### src/rtl/vp_spec_pkg.sv
// Shared types for the value-prediction tracker: FSM states, entry layout and
// slot-index width helper.
package vp_spec_pkg;

    localparam int VP_ADDR_WIDTH = 32;
    localparam int VP_DATA_WIDTH = 32;

    typedef enum logic [1:0] {
        RUN      = 2'd0,
        RECOVER  = 2'd1,
        REDIRECT = 2'd2
    } vp_state_e;

    // Entry layout follows the package widths; trackers built with other widths need a matching package.
    typedef struct packed {
        logic [VP_ADDR_WIDTH-1:0] pc;
        logic [VP_DATA_WIDTH-1:0] pred;
    } vp_entry_t;

    function automatic int vp_idx_width(input int depth);
        return (depth > 1) ? $clog2(depth) : 1;
    endfunction

endpackage

### src/rtl/vp_spec_tracker_if.sv
// Pipeline-side bundle for the tracker: issue, resolve, checkpoint/restore,
// stall/flush, redirect and statistics.
interface vp_spec_tracker_if
    import vp_spec_pkg::*;
#(
    parameter int DEPTH      = 4,
    parameter int DATA_WIDTH = 32,
    parameter int ADDR_WIDTH = 32,
    parameter int CNT_WIDTH  = 16
) ();
    localparam int IDW = vp_idx_width(DEPTH);

    logic                  issue_valid;
    logic                  issue_ready;
    logic [ADDR_WIDTH-1:0] issue_pc;
    logic [DATA_WIDTH-1:0] issue_pred;
    logic [IDW-1:0]        issue_id;
    logic                  resolve_valid;
    logic [DATA_WIDTH-1:0] resolve_data;
    logic                  store_valid;
    logic                  store_stall;
    logic                  ckpt_take;
    logic [IDW-1:0]        ckpt_id;
    logic                  ckpt_ack;
    logic                  restore_req;
    logic [IDW-1:0]        restore_id;
    logic                  restore_done;
    logic                  pipe_stall;
    logic                  pipe_flush;
    logic                  load_pc_we;
    logic [ADDR_WIDTH-1:0] load_pc_new;
    logic [CNT_WIDTH-1:0]  hit_cnt;
    logic [CNT_WIDTH-1:0]  miss_cnt;
    logic                  protocol_err;

    modport slave (
        input  issue_valid, issue_pc, issue_pred, resolve_valid, resolve_data,
               store_valid, ckpt_ack, restore_done,
        output issue_ready, issue_id, store_stall, ckpt_take, ckpt_id,
               restore_req, restore_id, pipe_stall, pipe_flush, load_pc_we,
               load_pc_new, hit_cnt, miss_cnt, protocol_err
    );

    modport master (
        output issue_valid, issue_pc, issue_pred, resolve_valid, resolve_data,
               store_valid, ckpt_ack, restore_done,
        input  issue_ready, issue_id, store_stall, ckpt_take, ckpt_id,
               restore_req, restore_id, pipe_stall, pipe_flush, load_pc_we,
               load_pc_new, hit_cnt, miss_cnt, protocol_err
    );

endinterface

### src/rtl/vp_spec_fifo.sv
// Program-order circular buffer of in-flight predicted loads. The head entry is
// read combinationally so it can be compared in the resolving cycle.
module vp_spec_fifo
    import vp_spec_pkg::*;
#(
    parameter int  DEPTH   = 4,
    parameter type ENTRY_T = vp_entry_t,
    localparam int IDW     = vp_idx_width(DEPTH)
) (
    input  logic           clk,
    input  logic           rst_n,
    input  logic           i_push,
    input  logic           i_pop,
    input  logic           i_flush,
    input  ENTRY_T         i_wr_data,
    output ENTRY_T         o_rd_data,
    output logic [IDW-1:0] o_head,
    output logic [IDW-1:0] o_tail,
    output logic [IDW:0]   o_count,
    output logic           o_full,
    output logic           o_empty
);
    ENTRY_T         r_mem [DEPTH];
    logic [IDW-1:0] r_head;
    logic [IDW-1:0] r_tail;
    logic [IDW:0]   r_count;

    always_ff @(posedge clk) begin
        if (i_push) begin
            r_mem[r_tail] <= i_wr_data;
        end
    end

    // DEPTH is a power of two, so pointer wrap is plain overflow.
    always_ff @(posedge clk or negedge rst_n) begin
        if (!rst_n) begin
            r_head  <= '0;
            r_tail  <= '0;
            r_count <= '0;
        end else if (i_flush) begin
            r_head  <= '0;
            r_tail  <= '0;
            r_count <= '0;
        end else begin
            if (i_push) r_tail <= r_tail + 1'b1;
            if (i_pop)  r_head <= r_head + 1'b1;
            case ({i_push, i_pop})
                2'b10:   r_count <= r_count + 1'b1;
                2'b01:   r_count <= r_count - 1'b1;
                default: r_count <= r_count;
            endcase
        end
    end

    assign o_rd_data = r_mem[r_head];
    assign o_head    = r_head;
    assign o_tail    = r_tail;
    assign o_count   = r_count;
    assign o_full    = (r_count == (IDW+1)'(DEPTH));
    assign o_empty   = (r_count == '0);

endmodule

### src/rtl/vp_spec_tracker.sv
// Tracks outstanding value-predicted loads, checks each against the returned data
// and sequences snapshot restore plus PC redirect on a misprediction.
module vp_spec_tracker
    import vp_spec_pkg::*;
#(
    parameter int DEPTH      = 4,
    parameter int DATA_WIDTH = 32,
    parameter int ADDR_WIDTH = 32,
    parameter int CNT_WIDTH  = 16
) (
    input logic                clk,
    input logic                rst_n,
    vp_spec_tracker_if.slave   bus
);
    localparam int                   IDW     = vp_idx_width(DEPTH);
    localparam logic [CNT_WIDTH-1:0] CNT_MAX = '1;

    vp_state_e             r_state;
    vp_state_e             w_state_next;
    logic                  r_ckpt_pending;
    logic                  r_protocol_err;
    logic [IDW-1:0]        r_restore_id;
    logic [ADDR_WIDTH-1:0] r_recover_pc;
    logic [CNT_WIDTH-1:0]  r_hit_cnt;
    logic [CNT_WIDTH-1:0]  r_miss_cnt;

    vp_entry_t      w_wr_entry;
    vp_entry_t      w_head_entry;
    logic [IDW-1:0] w_head;
    logic [IDW-1:0] w_tail;
    logic [IDW:0]   w_count;
    logic           w_full;
    logic           w_empty;
    logic           w_running;
    logic           w_mismatch;
    logic           w_resolve_hit;
    logic           w_ready;
    logic           w_accept;

    assign w_wr_entry    = '{pc: bus.issue_pc, pred: bus.issue_pred};
    assign w_running     = (r_state == RUN);
    assign w_mismatch    = bus.resolve_valid & ~w_empty & (bus.resolve_data != w_head_entry.pred);
    assign w_resolve_hit = bus.resolve_valid & ~w_empty & ~w_mismatch;
    // rst_n gating keeps issue_ready low while reset is held.
    assign w_ready       = rst_n & w_running & ~w_full & ~r_ckpt_pending & ~w_mismatch;
    assign w_accept      = bus.issue_valid & w_ready;

    vp_spec_fifo #(
        .DEPTH   (DEPTH),
        .ENTRY_T (vp_entry_t)
    ) u_fifo (
        .clk       (clk),
        .rst_n     (rst_n),
        .i_push    (w_accept),
        .i_pop     (w_resolve_hit),
        .i_flush   (w_mismatch),
        .i_wr_data (w_wr_entry),
        .o_rd_data (w_head_entry),
        .o_head    (w_head),
        .o_tail    (w_tail),
        .o_count   (w_count),
        .o_full    (w_full),
        .o_empty   (w_empty)
    );

    always_ff @(posedge clk or negedge rst_n) begin
        if (!rst_n) r_state <= RUN;
        else        r_state <= w_state_next;
    end

    always_comb begin
        w_state_next    = r_state;
        bus.restore_req = 1'b0;
        bus.load_pc_we  = 1'b0;
        bus.load_pc_new = '0;
        bus.pipe_flush  = 1'b0;
        bus.pipe_stall  = bus.issue_valid & ~w_ready;
        case (r_state)
            RUN: begin
                if (w_mismatch) w_state_next = RECOVER;
            end
            RECOVER: begin
                bus.restore_req = 1'b1;
                bus.pipe_stall  = 1'b1;
                bus.pipe_flush  = 1'b1;
                if (bus.restore_done) w_state_next = REDIRECT;
            end
            REDIRECT: begin
                bus.load_pc_we  = 1'b1;
                bus.load_pc_new = r_recover_pc + ADDR_WIDTH'(4);
                bus.pipe_stall  = 1'b1;
                bus.pipe_flush  = 1'b1;
                w_state_next    = RUN;
            end
            default: w_state_next = RUN;
        endcase
    end

    // An accept can never coincide with a pending checkpoint, so an ack in the accept cycle is stale.
    always_ff @(posedge clk or negedge rst_n) begin
        if (!rst_n) begin
            r_ckpt_pending <= 1'b0;
            r_protocol_err <= 1'b0;
            r_restore_id   <= '0;
            r_recover_pc   <= '0;
            r_hit_cnt      <= '0;
            r_miss_cnt     <= '0;
        end else begin
            if (w_mismatch)        r_ckpt_pending <= 1'b0;
            else if (w_accept)     r_ckpt_pending <= 1'b1;
            else if (bus.ckpt_ack) r_ckpt_pending <= 1'b0;

            if (bus.resolve_valid & w_empty) r_protocol_err <= 1'b1;

            if (w_mismatch) begin
                r_recover_pc <= w_head_entry.pc;
                r_restore_id <= w_head;
                if (r_miss_cnt != CNT_MAX) r_miss_cnt <= r_miss_cnt + 1'b1;
            end
            if (w_resolve_hit && r_hit_cnt != CNT_MAX) r_hit_cnt <= r_hit_cnt + 1'b1;
        end
    end

    assign bus.issue_ready  = w_ready;
    assign bus.issue_id     = w_tail;
    assign bus.ckpt_take    = w_accept;
    assign bus.ckpt_id      = w_tail;
    assign bus.restore_id   = r_restore_id;
    assign bus.store_stall  = bus.store_valid & ((w_count != '0) | ~w_running);
    assign bus.hit_cnt      = r_hit_cnt;
    assign bus.miss_cnt     = r_miss_cnt;
    assign bus.protocol_err = r_protocol_err;

endmodule

### src/flat_wrapper.sv
// flat-port wrapper written by rule: the top's interface ports become plain ports
module vp_spec_tracker_flat import vp_spec_pkg::*;
#(
    parameter int DEPTH      = 4,
    parameter int DATA_WIDTH = 32,
    parameter int ADDR_WIDTH = 32,
    parameter int CNT_WIDTH  = 16
)
  (clk, rst_n, bus_issue_valid, bus_issue_pc, bus_issue_pred, bus_resolve_valid, bus_resolve_data, bus_store_valid, bus_ckpt_ack, bus_restore_done, bus_issue_ready, bus_issue_id, bus_store_stall, bus_ckpt_take, bus_ckpt_id, bus_restore_req, bus_restore_id, bus_pipe_stall, bus_pipe_flush, bus_load_pc_we, bus_load_pc_new, bus_hit_cnt, bus_miss_cnt, bus_protocol_err);
  vp_spec_tracker_if #(.DEPTH(DEPTH), .DATA_WIDTH(DATA_WIDTH), .ADDR_WIDTH(ADDR_WIDTH), .CNT_WIDTH(CNT_WIDTH)) bus_i ();
  input logic clk;
  input logic rst_n;
  input wire logic [$bits(bus_i.issue_valid)-1:0] bus_issue_valid;
  input wire logic [$bits(bus_i.issue_pc)-1:0] bus_issue_pc;
  input wire logic [$bits(bus_i.issue_pred)-1:0] bus_issue_pred;
  input wire logic [$bits(bus_i.resolve_valid)-1:0] bus_resolve_valid;
  input wire logic [$bits(bus_i.resolve_data)-1:0] bus_resolve_data;
  input wire logic [$bits(bus_i.store_valid)-1:0] bus_store_valid;
  input wire logic [$bits(bus_i.ckpt_ack)-1:0] bus_ckpt_ack;
  input wire logic [$bits(bus_i.restore_done)-1:0] bus_restore_done;
  output wire logic [$bits(bus_i.issue_ready)-1:0] bus_issue_ready;
  output wire logic [$bits(bus_i.issue_id)-1:0] bus_issue_id;
  output wire logic [$bits(bus_i.store_stall)-1:0] bus_store_stall;
  output wire logic [$bits(bus_i.ckpt_take)-1:0] bus_ckpt_take;
  output wire logic [$bits(bus_i.ckpt_id)-1:0] bus_ckpt_id;
  output wire logic [$bits(bus_i.restore_req)-1:0] bus_restore_req;
  output wire logic [$bits(bus_i.restore_id)-1:0] bus_restore_id;
  output wire logic [$bits(bus_i.pipe_stall)-1:0] bus_pipe_stall;
  output wire logic [$bits(bus_i.pipe_flush)-1:0] bus_pipe_flush;
  output wire logic [$bits(bus_i.load_pc_we)-1:0] bus_load_pc_we;
  output wire logic [$bits(bus_i.load_pc_new)-1:0] bus_load_pc_new;
  output wire logic [$bits(bus_i.hit_cnt)-1:0] bus_hit_cnt;
  output wire logic [$bits(bus_i.miss_cnt)-1:0] bus_miss_cnt;
  output wire logic [$bits(bus_i.protocol_err)-1:0] bus_protocol_err;
  assign bus_i.issue_valid = bus_issue_valid;
  assign bus_i.issue_pc = bus_issue_pc;
  assign bus_i.issue_pred = bus_issue_pred;
  assign bus_i.resolve_valid = bus_resolve_valid;
  assign bus_i.resolve_data = bus_resolve_data;
  assign bus_i.store_valid = bus_store_valid;
  assign bus_i.ckpt_ack = bus_ckpt_ack;
  assign bus_i.restore_done = bus_restore_done;
  assign bus_issue_ready = bus_i.issue_ready;
  assign bus_issue_id = bus_i.issue_id;
  assign bus_store_stall = bus_i.store_stall;
  assign bus_ckpt_take = bus_i.ckpt_take;
  assign bus_ckpt_id = bus_i.ckpt_id;
  assign bus_restore_req = bus_i.restore_req;
  assign bus_restore_id = bus_i.restore_id;
  assign bus_pipe_stall = bus_i.pipe_stall;
  assign bus_pipe_flush = bus_i.pipe_flush;
  assign bus_load_pc_we = bus_i.load_pc_we;
  assign bus_load_pc_new = bus_i.load_pc_new;
  assign bus_hit_cnt = bus_i.hit_cnt;
  assign bus_miss_cnt = bus_i.miss_cnt;
  assign bus_protocol_err = bus_i.protocol_err;
  vp_spec_tracker #(.DEPTH(DEPTH), .DATA_WIDTH(DATA_WIDTH), .ADDR_WIDTH(ADDR_WIDTH), .CNT_WIDTH(CNT_WIDTH)) u_core (.clk(clk), .rst_n(rst_n), .bus(bus_i));
endmodule
### config.mk
export PLATFORM = sky130hd
export DESIGN_NAME = vp_spec_tracker_flat
export DESIGN_NICKNAME = d
export VERILOG_FILES = /design/src/rtl/vp_spec_pkg.sv /design/src/rtl/vp_spec_tracker_if.sv /design/src/rtl/vp_spec_fifo.sv /design/src/rtl/vp_spec_tracker.sv /design/src/flat_wrapper.sv
export SDC_FILE = /design/constraint.sdc
export NUM_CORES = 1
export LEC_CHECK = 0
export BUFFER_PORTS_ARGS = -buffer_cell sky130_fd_sc_hd__buf_2
export CORE_MARGIN = 3
export CORE_UTILIZATION = 30
export CTS_BUF_LIST = sky130_fd_sc_hd__clkbuf_16
export DETAILED_ROUTE_END_ITERATION = 7
export SLEW_MARGIN = 10
export SYNTH_ARGS = -nofsm -noshare
export SYNTH_HDL_FRONTEND = slang
export SYNTH_SLANG_ARGS = --single-unit
### constraint.sdc
create_clock -name clk -period 11.65 [get_ports clk]
set_input_delay 0 -clock clk [delete_from_list [all_inputs] [get_ports clk]]
set_output_delay 0 -clock clk [all_outputs]
set_load 0.02 [all_outputs]
# After elaboration in Yosys (flattened, before gate mapping)
# Memories as Yosys holds them, arrays and structs flattened.
# Cells that the tools add are included.
dict set report totals {
  ff_bits 77
  mem_bits_rw 256
  input_bits 103
  out_inout_bits 78
  memories 1
}
dict set report classes {
  addsub 7
  eq_ne 10
  muxes 19
  n_bitwise 18
  n_reduce_logical 11
}
# name words width rd rd_ports_with_merged_regs write_ports line_no
set memory_table {}
lappend memory_table {u_core.u_fifo.r_mem 4 64 1 0 1 vp_spec_fifo.sv:23} ;# ENTRY_T r_mem [DEPTH];
# operator n
set ops {}
lappend ops {{adder 16 x 1 -> 16 bit, second input constant} 2}
lappend ops {{adder 32 x 3 -> 32 bit, second input constant} 1}
lappend ops {{two-way mux 32 bit} 1}
lappend ops {{!= test 16 bit, second input constant} 2}
lappend ops {{!= test 32 bit} 1}
lappend ops {{two-way mux 2 bit} 6}
lappend ops {{bitwise AND 1 bit} 11}
lappend ops {{two-way mux 1 bit} 9}
lappend ops {{nonzero test 3 bit} 3}
lappend ops {{NOT 1 bit} 6}
lappend ops {{one-hot mux 3 bit (2 select lines)} 1}
lappend ops {{adder 2 x 1 -> 2 bit, second input constant} 2}
lappend ops {{== test 2 x 1 -> 1 bit, second input constant} 2}
lappend ops {{== test 2 bit, second input constant} 2}
lappend ops {{!= test 2 bit, second input constant} 2}
lappend ops {{one-hot mux 2 bit (2 select lines)} 1}
lappend ops {{AND reduction 2 bit} 2}
lappend ops {{nonzero test 2 bit} 2}
lappend ops {{adder 3 x 1 -> 3 bit, second input constant} 1}
lappend ops {{== test 3 bit, second input constant} 1}
lappend ops {{zero test 3 bit} 1}
lappend ops {{two-way mux 3 bit} 1}
lappend ops {{subtractor 3 x 1 -> 3 bit, second input constant} 1}
lappend ops {{zero test 2 bit} 1}
lappend ops {{other kinds (3)} 3}

# Depth between registers and ports, before layout
dict set report logic_depth {
  ltp_word 10
  mapped_depth 16
  depth_no_buf 13
}

# Hierarchy
# A second synthesis with hierarchy kept.
dict set report hier_totals {
  cells_unflattened 775
  area_unflattened_um2 13845.8
}
# mod instances cells_each area_each_um2 seq_area_each_um2
set by_module_without_submodules {}
lappend by_module_without_submodules {vp_spec_fifo 1 375 9659.3 7862.5}
lappend by_module_without_submodules {vp_spec_tracker 1 400 4186.5 1751.7}

# Worst setup path after synthesis
# OpenSTA, ideal clock, no wires.
dict set report synth_timing {
  path_kind {reg-to-reg}
  from {register u_core.u_fifo.r_head[0] (netlist: u_core.u_fifo.o_head[0])}
  to {memory u_core.u_fifo.r_mem[1][0] (netlist bit), enable pin}
  t_arrival_ns 4.211
  required_ns 11.221
  setup_slack_ns 7.011
  stages_incl_launch_ff 11
  cell_sequence {dfrtp_1 buf_6 buf_6 mux4_2 xnor2_1 nand4_1 nor4_4 a21oi_1 buf_2 nor2_1 and2_1}
}
dict set report synth_between {
  elab_chain_cells 8
}
# element line_no
set synth_rtl {}
lappend synth_rtl {{start: declaration} vp_spec_fifo.sv:24} ;# logic [IDW-1:0] r_head;
lappend synth_rtl {{start signal: assignment} vp_spec_fifo.sv:46} ;# if (i_pop) r_head <= r_head + 1'b1;
lappend synth_rtl {{memory read (4 x 64 bit)} -}
lappend synth_rtl {{!= test 32 bit} vp_spec_tracker.sv:42} ;# assign w_mismatch = bus.resolve_valid & ~w_empty & (bus.resolve_data != w_head_entry.pred);
lappend synth_rtl {{bitwise AND 1 bit} vp_spec_tracker.sv:42}
lappend synth_rtl {{NOT 1 bit} vp_spec_tracker.sv:45} ;# assign w_ready = rst_n & w_running & ~w_full & ~r_ckpt_pending & ~w_mismatch;
lappend synth_rtl {{bitwise AND 1 bit} vp_spec_tracker.sv:45}
lappend synth_rtl {{bitwise AND 1 bit} vp_spec_tracker.sv:46} ;# assign w_accept = bus.issue_valid & w_ready;
lappend synth_rtl {{named net bus_ckpt_take} flat_wrapper.sv:24} ;# output wire logic [$bits(bus_i.ckpt_take)-1:0] bus_ckpt_take;
lappend synth_rtl {{two-way mux 1 bit} vp_spec_fifo.sv:29} ;# if (i_push) begin
lappend synth_rtl {{two-way mux 1 bit (not written as such)} vp_spec_fifo.sv:30} ;# r_mem[r_tail] <= i_wr_data;
lappend synth_rtl {{end: declaration} vp_spec_fifo.sv:23}
# The timed path passes the listed nets, and every way through them passes these cells.

# Worst setup path in the final report
dict set report layout_timing {
  from {register u_core.u_fifo.r_head[0] (netlist: u_core.u_fifo.o_head[0])}
  to {memory u_core.u_fifo.r_mem[2][8] (netlist bit), enable pin}
}
dict set report layout_between {
  elab_chain_cells 8
}
# element line_no
set layout_rtl {}
lappend layout_rtl {{memory read (4 x 64 bit)} -}
lappend layout_rtl {{!= test 32 bit} vp_spec_tracker.sv:42}
lappend layout_rtl {{bitwise AND 1 bit} vp_spec_tracker.sv:42}
lappend layout_rtl {{NOT 1 bit} vp_spec_tracker.sv:45}
lappend layout_rtl {{bitwise AND 1 bit} vp_spec_tracker.sv:45}
lappend layout_rtl {{bitwise AND 1 bit} vp_spec_tracker.sv:46}
lappend layout_rtl {{two-way mux 1 bit} vp_spec_fifo.sv:29}
lappend layout_rtl {{two-way mux 1 bit (not written as such)} vp_spec_fifo.sv:30}
# No other way between the ends.

==> run_results.csv <==
group,metric,value,unit
status,status,"finished clean",
worst_setup_path,required,11780,ps
routing,drt_iter0_drc,674,
synth,synth-edff-count,256,
power_and_ir_drop,p_clk_share,33.2,%
clock_tree,cts-resized-gates,0,
sta,finalWorstSetupSlack,6200,ps
clock_tree,tritoncts,"yes",
routing,drc,0,
power_and_ir_drop,vdd_ir_drop_max,0.0000911,V
run,cap_violations,0,
global_route,antenna_found_initial,4,
synth,async_flop_share,23.1,%
synth,syn_area,13800,um2
power_and_ir_drop,leakage,6.22,nW
synth,ys_warn_count,0,
clock_tree,clk_pin_slew_worst_paths,60,ps
clock_tree,post_cts_buffers,0,
sta,hold_viol_final,0,
place,globalplace.congestion,0.774,
floorplan,fp.coreArea,44800,um2
synth,yosysTopAreaCellShare,55.8,%
power_and_ir_drop,powerDensity,185,nW/um2
power_and_ir_drop,combPwrFrac,18.8,%
finish,regArea,9620,um2
sta,worst_slew_pin_slew,1050,ps
finish,layout-drive-gt1-share,32.3,%
routing,drtAntennaViolNets,0,
power_and_ir_drop,power.internal,2.28,mW
worst_setup_path,cp_max_fo,64,
worst_setup_path,end_kind,"flop",
power_and_ir_drop,p_seq_share,48.0,%
clock_tree,clk_path_buf_depth,3,
clock_tree,clkSinkCount,333,
synth,yosys-top-cells-area,"edfxtp_1 56%, dfrtp_1 14%, mux4_2 10%",
routing,drt_wl_total,31000,um
floorplan,die_h,220,um
synth,ys_seq_area_share,69.8,%
place,placement.io_buffers,180,
floorplan,dieArea,48500,um2
sta,drv_slew,0,
finish,syn_to_final_growth,24.3,%
sta,min_period,5450,ps
sta,holdWs,59.8,ps
worst_setup_path,arrival,5580,ps
clock_tree,root_buffer,"clkbuf_16",
global_route,grt_max_degree,68,
sta,skew,18.1,ps
place,place_ws,6050,ps
sta,fin_crit_sh,46.8,%
global_route,grt_overflow_total,0,
synth,syn_avg_cell_area,17.6,um2
routing,wl_per_cell,18.6,um
finish,fillers,4182,
worst_setup_path,startpoint_type,"flop",
clock_tree,cts_buffers,36,
synth,synthCells,785,
global_route,grt_pass1_wl,47100,um
routing,dr.pass1.iters,4,
worst_setup_path,critPathKind,"flop to flop",
power_and_ir_drop,p_sw,0.892,mW
synth,synth_commonest_cells,"256 x edfxtp_1, 77 x dfrtp_1, 70 x xnor2_1, 64 x mux4_2, 36 x mux2_2",
clock_tree,cts_max_level,2,
power_and_ir_drop,p_sw_share,28.1,%
floorplan,num_rows,77,
floorplan,die_w,220,um
synth,ys_seq_elements,333,
finish,layout.nets,1161,
synth,synth_cell_types,46,
sta,fin_setup_tns,0,ps
floorplan,start_util,30.8,%
clock_tree,cts-hold-fix-buffers,70,
sta,fmax,0.183,GHz
routing,via_per_inst,4.57,
clock_tree,clock_latency,520,ps
synth,yosys.area.top_type,"edfxtp_1",
sta,maxSlewHeadroom,29.9,%
synth,yosysMostFrequentCell,"edfxtp_1",
finish,multi_input_area,3990,um2
floorplan,ioPinCount,181,
hold_path,hold_path_class,"input port to flop",
synth,syn_nets,899,
global_route,grt_pass1_vias,7955,
routing,num_vias,7625,
synth,synthFlopType,"edfxtp_1",
sta,grt_setup_unrepaired,"no",
place,dp_hpwl,20000,um
sta,finalSetupViolCount,0,
global_route,grt_use_total,12.8,%
-- per-layer routing --
metal | share of wire, % | GRT usage [%] | up-vias
li1 | - | - | 3541
met1 | 43 | 17.0 | 3834
met2 | 48 | 20.9 | 185
met3 | 5.6 | 2.93 | 57
met4 | 2.5 | 3.99 | 8
met5 | 0.19 | 0 | -
-- layout by cell type, fill, tap and decap left out, types with 6 or more instances in the layout --
cell type / n
o21ai_0: 7
clkbuf_16: 37
nand4_1: 23
nor2_1: 21
clkinv_1: 9
dfrtp_1: 75
mux2_2: 36
nor3_1: 10
ha_1: 10
mux4_2: 64
buf_2: 179
xor2_1: 17
and2_1: 30
nand2_1: 31
xnor2_1: 70
edfxtp_1: 256
inv_1: 21
and3_1: 13
dlygate4sd3_1: 70
clkinv_2: 6
nand3_1: 28
-- kinds of logic after synthesis --
group,count (synthesis),share of synthesized area [%]
xor gates and xnor gates,87,5.53
AOI/OAI and AO/OA,27,1.29
buffers and inverters,42,1.42
and+or+nand+nor,183,7.38
adders and majority gates,11,1.05
DFF,333,69.8
muxes,102,13.6
-- worst paths after layout --
check	startpoint	endpoint	slack [ps]	depth (start not counted)
min	bus_resolve_data[26]	u_core.u_fifo.o_count[1]$_DFFE_PN0P_	60	6
max in group asynchronous	rst_n	u_core.u_fifo.o_head[1]$_DFFE_PN0P_	10650	3
max reg2reg	u_core.u_fifo.o_head[0]$_DFFE_PN0P_	u_core.u_fifo.r_mem[2][8]$_DFFE_PP_	6200	9
max	u_core.u_fifo.o_head[0]$_DFFE_PN0P_	u_core.u_fifo.r_mem[2][8]$_DFFE_PP_	6200	9
min in group asynchronous	rst_n	u_core.bus.hit_cnt[9]$_DFFE_PN0P_	300	3
min reg2reg	u_core.bus.protocol_err$_DFFE_PN0P_	u_core.bus.protocol_err$_DFFE_PN0P_	460	1
-- power groups by stage --
stage	clock, mW	sequential [mW]	combinational [mW]
2_1_floorplan	0	1.53	0.389
3_3_place_gp	0	1.54	0.581
3_5_place_dp	0	1.55	0.589
4_1_cts	1.08	1.52	0.612
5_1_grt	1.13	1.54	0.663
6_report	1.05	1.52	0.598
-- per-stage QoR --
stage | power (mW) | area [um2] | util (%) | instances
floorplan | 1.92 | 13800 | - | 785
global placement | 2.12 | 15300 | 34.2 | 1531
detailed placement | 2.14 | 15300 | 34.2 | 1531
CTS | 3.22 | 17100 | 38.2 | 1667
global route | 3.34 | 17100 | 38.2 | 1667
finish | 3.17 | 17100 | 38.2 | 1668
-- final cells by class --
class	instances	area share (%)
diodes	1	0.0146
clock buffers	37	5.41
clock inverters	29	0.965
inverters	13	0.285
multi-input cells	410	23.3
flip-flops and latches	333	56.2
well taps	592	4.33
repair buffers	253	9.50
-- worst max-delay path, stage by stage (launching register included) --
cell,delay (ps)
dfrtp_4,940
buf_4,620
mux4_2,580
xnor2_1,160
nand4_1,240
nor4_4,610
a21oi_4,80
buf_4,360
nor2_1,450
and2_4,890
-- registers in the layout, indices dropped and copies added, names as in the netlist --
register and flops:
u_core.r_recover_pc 32, u_core.u_fifo.o_head 2, u_core.bus.miss_cnt 16, u_core.bus.hit_cnt 16, u_core.u_fifo.o_count 3, u_core.r_ckpt_pending 1, u_core.bus.protocol_err 1, u_core.u_fifo.o_tail 2
u_core.u_fifo.r_mem 256, u_core.bus.restore_id 2, u_core.r_state 2
No activity file was read; power rests on OpenSTA's default activity.
